### src/rtl/rvv_issue_sequencer_if.sv
// ============================================================================
// Module  : rvv_issue_sequencer_if
// Purpose : Instruction-accept and beat-issue signals of the RVV issue sequencer.
// Revision: 1.0 - initial release
// ============================================================================
`default_nettype none

interface rvv_issue_sequencer_if #(
    parameter int OPW = 6
);
    logic            in_valid;
    logic            in_ready;
    logic [4:0]      in_vd;
    logic [4:0]      in_vs1;
    logic [4:0]      in_vs2;
    logic [OPW-1:0]  in_op;
    logic [2:0]      in_vsew;
    logic [31:0]     in_vl;
    logic            kill;
    logic            iss_valid;
    logic            iss_ready;
    logic [4:0]      iss_vd;
    logic [4:0]      iss_vs1;
    logic [4:0]      iss_vs2;
    logic [OPW-1:0]  iss_op;
    logic [6:0]      iss_elem_cnt;
    logic            iss_last;
    logic            done;
    logic            err;
    logic            busy;

    modport slave (
        input  in_valid, in_vd, in_vs1, in_vs2, in_op, in_vsew, in_vl, kill, iss_ready,
        output in_ready, iss_valid, iss_vd, iss_vs1, iss_vs2, iss_op, iss_elem_cnt,
               iss_last, done, err, busy
    );

    modport master (
        output in_valid, in_vd, in_vs1, in_vs2, in_op, in_vsew, in_vl, kill, iss_ready,
        input  in_ready, iss_valid, iss_vd, iss_vs1, iss_vs2, iss_op, iss_elem_cnt,
               iss_last, done, err, busy
    );
endinterface

`default_nettype wire

### src/rtl/rvv_issue_sequencer.sv
// ============================================================================
// Module  : rvv_issue_sequencer
// Purpose : Splits one LMUL-grouped vector instruction into per-register beats.
// Revision: 1.0 - initial release
// ============================================================================
`default_nettype none

module rvv_issue_sequencer #(
    parameter int VLEN = 512,
    parameter int OPW  = 6
) (
    input  logic                  clk,
    input  logic                  rst,
    rvv_issue_sequencer_if.slave  bus
);
    localparam logic [1:0] C_IDLE  = 2'd0;
    localparam logic [1:0] C_ISSUE = 2'd1;
    localparam logic [1:0] C_DONE  = 2'd2;
    localparam logic [1:0] C_ERR   = 2'd3;

    // Elements per register; codes above 3 never reach ISSUE, so their value is irrelevant.
    function automatic logic [31:0] epr_of(input logic [2:0] sew);
        case (sew)
            3'd0:    epr_of = 32'(VLEN / 8);
            3'd1:    epr_of = 32'(VLEN / 16);
            3'd2:    epr_of = 32'(VLEN / 32);
            default: epr_of = 32'(VLEN / 64);
        endcase
    endfunction

    logic [1:0]     state_q, state_d;
    logic [4:0]     vd_q, vd_d;
    logic [4:0]     vs1_q, vs1_d;
    logic [4:0]     vs2_q, vs2_d;
    logic [OPW-1:0] op_q, op_d;
    logic [2:0]     vsew_q, vsew_d;
    logic [31:0]    rem_q, rem_d;
    logic [4:0]     beat_q, beat_d;

    logic [31:0]    w_epr_in;
    logic [31:0]    w_vlmax_in;
    logic [31:0]    w_rem_in;
    logic [31:0]    w_epr;
    logic           w_last;
    logic [6:0]     w_cnt;

    // A beat never exceeds EPR elements, so the 7-bit count holds for VLEN up to 512.
    always_comb begin
        w_epr_in   = epr_of(bus.in_vsew);
        w_vlmax_in = w_epr_in << 3;
        w_rem_in   = (bus.in_vl > w_vlmax_in) ? w_vlmax_in : bus.in_vl;
        w_epr      = epr_of(vsew_q);
        w_last     = (rem_q <= w_epr);
        w_cnt      = w_last ? rem_q[6:0] : w_epr[6:0];
    end

    always_comb begin
        state_d = state_q;
        vd_d    = vd_q;
        vs1_d   = vs1_q;
        vs2_d   = vs2_q;
        op_d    = op_q;
        vsew_d  = vsew_q;
        rem_d   = rem_q;
        beat_d  = beat_q;
        case (state_q)
            C_IDLE: begin
                if (bus.in_valid) begin
                    vd_d   = bus.in_vd;
                    vs1_d  = bus.in_vs1;
                    vs2_d  = bus.in_vs2;
                    op_d   = bus.in_op;
                    vsew_d = bus.in_vsew;
                    rem_d  = w_rem_in;
                    beat_d = 5'd0;
                    if (bus.in_vsew > 3'd3) begin
                        state_d = C_ERR;
                    end else if (w_rem_in == 32'd0) begin
                        state_d = C_DONE;
                    end else begin
                        state_d = C_ISSUE;
                    end
                end
            end
            C_ISSUE: begin
                if (bus.iss_ready) begin
                    rem_d  = rem_q - {25'd0, w_cnt};
                    beat_d = beat_q + 5'd1;
                end
                // Abort wins over a simultaneous last-beat completion: no done pulse.
                if (bus.kill) begin
                    state_d = C_IDLE;
                end else if (bus.iss_ready && w_last) begin
                    state_d = C_DONE;
                end
            end
            default: begin
                state_d = C_IDLE;
            end
        endcase
    end

    always_ff @(posedge clk or negedge rst) begin
        if (!rst) begin
            state_q <= C_IDLE;
            vd_q    <= '0;
            vs1_q   <= '0;
            vs2_q   <= '0;
            op_q    <= '0;
            vsew_q  <= '0;
            rem_q   <= '0;
            beat_q  <= '0;
        end else begin
            state_q <= state_d;
            vd_q    <= vd_d;
            vs1_q   <= vs1_d;
            vs2_q   <= vs2_d;
            op_q    <= op_d;
            vsew_q  <= vsew_d;
            rem_q   <= rem_d;
            beat_q  <= beat_d;
        end
    end

    assign bus.in_ready     = (state_q == C_IDLE);
    assign bus.busy         = (state_q != C_IDLE);
    assign bus.iss_valid    = (state_q == C_ISSUE);
    assign bus.iss_last     = (state_q == C_ISSUE) && w_last;
    assign bus.iss_elem_cnt = (state_q == C_ISSUE) ? w_cnt : 7'd0;
    assign bus.iss_vd       = vd_q + beat_q;
    assign bus.iss_vs1      = vs1_q + beat_q;
    assign bus.iss_vs2      = vs2_q + beat_q;
    assign bus.iss_op       = op_q;
    assign bus.done         = (state_q == C_DONE) || (state_q == C_ERR);
    assign bus.err          = (state_q == C_ERR);

endmodule

`default_nettype wire

### src/flat_wrapper.sv
// flat-port wrapper written by rule: the top's interface ports become plain ports
module rvv_issue_sequencer_flat 
#(
    parameter int VLEN = 512,
    parameter int OPW  = 6
)
  (clk, rst, bus_in_valid, bus_in_vd, bus_in_vs1, bus_in_vs2, bus_in_op, bus_in_vsew, bus_in_vl, bus_kill, bus_iss_ready, bus_in_ready, bus_iss_valid, bus_iss_vd, bus_iss_vs1, bus_iss_vs2, bus_iss_op, bus_iss_elem_cnt, bus_iss_last, bus_done, bus_err, bus_busy);
  rvv_issue_sequencer_if #(.OPW(OPW)) bus_i ();
  input  logic clk;
  input  logic rst;
  input wire logic [$bits(bus_i.in_valid)-1:0] bus_in_valid;
  input wire logic [$bits(bus_i.in_vd)-1:0] bus_in_vd;
  input wire logic [$bits(bus_i.in_vs1)-1:0] bus_in_vs1;
  input wire logic [$bits(bus_i.in_vs2)-1:0] bus_in_vs2;
  input wire logic [$bits(bus_i.in_op)-1:0] bus_in_op;
  input wire logic [$bits(bus_i.in_vsew)-1:0] bus_in_vsew;
  input wire logic [$bits(bus_i.in_vl)-1:0] bus_in_vl;
  input wire logic [$bits(bus_i.kill)-1:0] bus_kill;
  input wire logic [$bits(bus_i.iss_ready)-1:0] bus_iss_ready;
  output wire logic [$bits(bus_i.in_ready)-1:0] bus_in_ready;
  output wire logic [$bits(bus_i.iss_valid)-1:0] bus_iss_valid;
  output wire logic [$bits(bus_i.iss_vd)-1:0] bus_iss_vd;
  output wire logic [$bits(bus_i.iss_vs1)-1:0] bus_iss_vs1;
  output wire logic [$bits(bus_i.iss_vs2)-1:0] bus_iss_vs2;
  output wire logic [$bits(bus_i.iss_op)-1:0] bus_iss_op;
  output wire logic [$bits(bus_i.iss_elem_cnt)-1:0] bus_iss_elem_cnt;
  output wire logic [$bits(bus_i.iss_last)-1:0] bus_iss_last;
  output wire logic [$bits(bus_i.done)-1:0] bus_done;
  output wire logic [$bits(bus_i.err)-1:0] bus_err;
  output wire logic [$bits(bus_i.busy)-1:0] bus_busy;
  assign bus_i.in_valid = bus_in_valid;
  assign bus_i.in_vd = bus_in_vd;
  assign bus_i.in_vs1 = bus_in_vs1;
  assign bus_i.in_vs2 = bus_in_vs2;
  assign bus_i.in_op = bus_in_op;
  assign bus_i.in_vsew = bus_in_vsew;
  assign bus_i.in_vl = bus_in_vl;
  assign bus_i.kill = bus_kill;
  assign bus_i.iss_ready = bus_iss_ready;
  assign bus_in_ready = bus_i.in_ready;
  assign bus_iss_valid = bus_i.iss_valid;
  assign bus_iss_vd = bus_i.iss_vd;
  assign bus_iss_vs1 = bus_i.iss_vs1;
  assign bus_iss_vs2 = bus_i.iss_vs2;
  assign bus_iss_op = bus_i.iss_op;
  assign bus_iss_elem_cnt = bus_i.iss_elem_cnt;
  assign bus_iss_last = bus_i.iss_last;
  assign bus_done = bus_i.done;
  assign bus_err = bus_i.err;
  assign bus_busy = bus_i.busy;
  rvv_issue_sequencer #(.VLEN(VLEN), .OPW(OPW)) u_core (.clk(clk), .rst(rst), .bus(bus_i));
endmodule
### config.mk
export PLATFORM = sky130hd
export DESIGN_NAME = rvv_issue_sequencer_flat
export DESIGN_NICKNAME = d
export VERILOG_FILES = /design/src/rtl/rvv_issue_sequencer_if.sv /design/src/rtl/rvv_issue_sequencer.sv /design/src/flat_wrapper.sv
export SDC_FILE = /design/constraint.sdc
export NUM_CORES = 1
export LEC_CHECK = 0
export CORE_UTILIZATION = 55
export CTS_BUF_LIST = sky130_fd_sc_hd__clkbuf_2 sky130_fd_sc_hd__clkbuf_4 sky130_fd_sc_hd__clkbuf_8
export CTS_CLUSTER_DIAMETER = 80
export DETAILED_ROUTE_END_ITERATION = 10
export GPL_ROUTABILITY_DRIVEN = 0
export GPL_TIMING_DRIVEN = 0
export MAX_ROUTING_LAYER = met4
export PLACE_DENSITY = 0.84
export SYNTH_ARGS = -nofsm -noshare
export SYNTH_HDL_FRONTEND = slang
export SYNTH_SLANG_ARGS = --single-unit
### constraint.sdc
create_clock -name clk -period 13.1 [get_ports clk]
set_input_delay 1.965 -clock clk [delete_from_list [all_inputs] [get_ports clk]]
set_output_delay 1.965 -clock clk [all_outputs]
set_load 0.005 [all_outputs]
==> results by group <==
Final layout
  – Number of diodes: 0
  – Cell area after layout: 5530 um2
  – Area grow syn2layout: 30.5%
  – Most frequent cells in the layout: nand2_1 (101), clkdlybuf4s50_1 (93), dfrtp_1 (63)
  – Layout fillers: 525
  – Share of cells above drive strength 1: 0.0627
  – Leading cell type in the layout, fill and taps excluded: nand2_1
  – Post-layout nets: 691

Drt
  – Drt pass-1 iters: 4
  – Vias per cell: 6.01
  – Routed wire length: 11,900 um
  – Routed vias: 4,239
  – Routed Antenna Nets: 0
  – 1st-iter DRT viols: 252
  – Wirelength per Cell: 16.9 um
  – DRC violations left: 0

Clock network
  – Post-CTS setup buffers: 0
  – Root Driver: clkbuf_8
  – CTS Sinks: 63
  – TritonCTS Buffers: 9
  – Clock insertion delay at the later pin of the skew report: 350 ps
  – H-tree Lvls: 3
  – Clock-pin slew on the worst setup and hold paths: 70 ps
  – Post-cts hold buffer count: 0
  – PostCTS Resize Cnt: 0
  – TritonCTS clock tree: built
  – Max Root-Sink Buffers: 2

Outcome
  – Status: finished, final reports clean

Synth
  – Synth warnings: 0
  – Cell Area, Synth: 4240 um2
  – Prevailing post-synth register cell: dfrtp_1
  – Syn_area_per_cell: 8.55 um2
  – Yosys top cell by area: dfrtp_1
  – Syn Inst Count: 496
  – Top cell type's share of synthesized area: 0.372
  – Syn nets: 586
  – Largest cells by area after synthesis: dfrtp_1 (37%), nand2_1 (8.9%), ha_1 (7.7%)
  – Ys async rst share: 1.00
  – Post-synth EDFFs: 0
  – Seq/Total Area, Yosys: 0.372
  – Post-synthesis cell type count: 63
  – Seq cells post-synth: 63

Pwr
  – Pwr per Cell Area: 262 nW/um2
  – Sw frac: 0.462
  – Gate power share: 0.608
  – Net switching power: 0.668 mW
  – Clk pwr share: 0.138
  – Flop pwr share: 0.255
  – Maximum VDD drop: 0.129 mV
  – Lkg Pwr: 2.51 nW
  – Int Pwr: 0.780 mW

Min path
  – Worst hold stages: 2
  – HP Class: reg2reg

Global route
  – Largest net degree at the start of global routing: 64
  – Remaining Overflow, GRT: 0
  – Initial antenna violation count: 0
  – First-pass GRT wire length: 19,600 um
  – Vias in the first global route: 4,269
  – Tot GR Track Use: 0.313

Timing
  – Worst-margin pin slew: 829 ps
  – Max-slew headroom: 0.447
  – Setup clock skew after layout: 8.13 ps
  – Final setup fails: 0
  – Setup TNS: 0 ps
  – Unrepaired setup endpoints after global routing: false
  – Minimum clock period: 5540 ps
  – Fin. Hold Viols: 0
  – Max Freq: 181 MHz
  – Hold slack: 480 ps
  – Slew Viols, Final: 0
  – Period utilization: 0.423

Floorplan
  – Row cnt: 31
  – Die extent in x: 89.8 um
  – Die Y: 89.8 um
  – Core area: 7370 um2
  – Top Ports: 95
  – Initial core utilization: 0.575
  – Die area: 8060 um2

Setup path
  – Kind of critical path: reg2out
  – CP Cell Sequence: or3_1 -> ha_1 -> a211oi_1 -> o211ai_1 -> a211oi_2 -> buf_2 -> a21oi_1 -> nor2_1 -> clkdlybuf4s50_1
  – CP max FO: 10
  – Data required, critical path: 11,140 ps
  – Max stage delay cell, worst path: clkdlybuf4s50_1
  – Crit start category: flip-flop
  – Critical path endpoint category: output port
  – Logic depth of the worst path, buffers included: 9
  – Largest stage delay, worst path: 520 ps
  – CP top delay family: compound AO/OA/AOI/OAI gates
  – CP arrival: 3570 ps
  – R2R depth: 16
  – Buffers & Inverters on Critical Path: 2

Job
  – MaxCap Viol Count: 0

Placed design
  – IO Port Bufs: 94
  – Dpl hpwl: 8880 um
  – DP Area: 5300 um2
cell usage after synthesis, drive strengths merged, types with 2 or more instances:
| master | count |
|---|---|
| a41oi | 2 |
| o31ai | 5 |
| buf | 6 |
| nand2b | 3 |
| fa | 3 |
| a211oi | 3 |
| nor3 | 4 |
| o31a | 2 |
| o211ai | 7 |
| or2 | 4 |
| mux2i | 4 |
| xnor2 | 12 |
| nor4 | 18 |
| dfrtp | 63 |
| o311ai | 3 |
| nand4b | 2 |
| xor2 | 8 |
| and2 | 4 |
| ha | 26 |
| or4 | 9 |
| a31oi | 7 |
| a21oi | 29 |
| nor2 | 37 |
| a211o | 2 |
| o41ai | 3 |
| o21a | 3 |
| clkbuf | 18 |
| o21ai | 27 |
| nand4 | 9 |
| and3 | 4 |
| nand2 | 101 |
| o221ai | 2 |
| a21o | 8 |
| nor2b | 3 |
| or3 | 6 |
| nand3 | 16 |
| inv | 18 |
metal layers:
layer / vias up / share of wire / wire length [um] / track usage
met5: - / 0 / 0 / -
li1: 1994 / - / - / -
met1: 2051 / 0.43 / 5070 / 0.379
met3: 26 / 0.057 / 681 / 0.0516
met2: 168 / 0.50 / 5950 / 0.520
met4: 0 / 0.018 / 214 / 0.128
stage by stage:
step,power (mW),utilization,setup slack [ps],cells
2_1_floorplan,0.918,-,8730,496
3_3_place_gp,1.20,0.720,7970,689
3_5_place_dp,1.23,0.720,7970,689
4_1_cts,1.43,0.751,7580,705
5_1_grt,1.55,0.751,7380,705
6_report,1.45,0.751,7560,705
flip-flops by register name, indices dropped and copies added (netlist names):
register           flops
u_core.vs2_q           5
u_core.beat_q          5
u_core.vs1_q           5
u_core.bus.iss_op      6
u_core.vsew_q          3
u_core.state_q         2
u_core.rem_q          32
u_core.vd_q            5
final cells by class:
class	count	area [um2]	area share
Tap cell	99	124	0.0224
Sequential cell	63	1580	0.285
Inverter	18	67.6	0.0122
Clock buffer	13	166	0.0301
Clock inverter	3	65.1	0.0118
Multi-Input combinational cell	391	2480	0.449
Buffer	24	111	0.0201
Timing Repair Buffer	94	938	0.170
power by group through the flow:
stage	Clock, mW	Combinational [mW]	Sequential, mW
3_5_place_dp	0	0.861	0.368
3_3_place_gp	0	0.837	0.361
4_1_cts	0.199	0.869	0.366
6_report	0.199	0.880	0.369
5_1_grt	0.207	0.961	0.379
2_1_floorplan	0	0.574	0.344
kinds of logic (layout without fill, tap and decap cells):
logic type,after synthesis,count (layout),share of synthesized area
AND/OR/NAND/NOR,224,224,0.266
AO/OA/AOI/OAI,113,113,0.177
flip-flops,63,63,0.372
buffers and inverters,42,152,0.0422
adder cells (fa/ha/maj),29,29,0.0909
XOR/XNOR,20,20,0.0413
multiplexers,4,4,0.00944
other,1,1,0.000884
worst min-delay path, stage by stage (launching register included):
cell and delay [ps]:
dfrtp_1 340, nand2_1 50, nand2_1 60
final timing paths:
| path | start | slack [ps] | endpoint |
|---|---|---|---|
| min in group asynchronous | rst | 1700 | u_core.rem_q[28] |
| worst min-delay path | u_core.bus.iss_op[2] | 480 | u_core.bus.iss_op[2] |
| max in group asynchronous | rst | 10880 | u_core.vsew_q[1] |
| worst max register to register | u_core.vsew_q[2] | 8280 | u_core.rem_q[20] |
| worst max-delay path | u_core.vsew_q[2] | 7560 | bus_iss_elem_cnt[6] |
| worst min register to register | u_core.bus.iss_op[2] | 480 | u_core.bus.iss_op[2] |
Note: power is estimated with default switching activity, not from simulation.
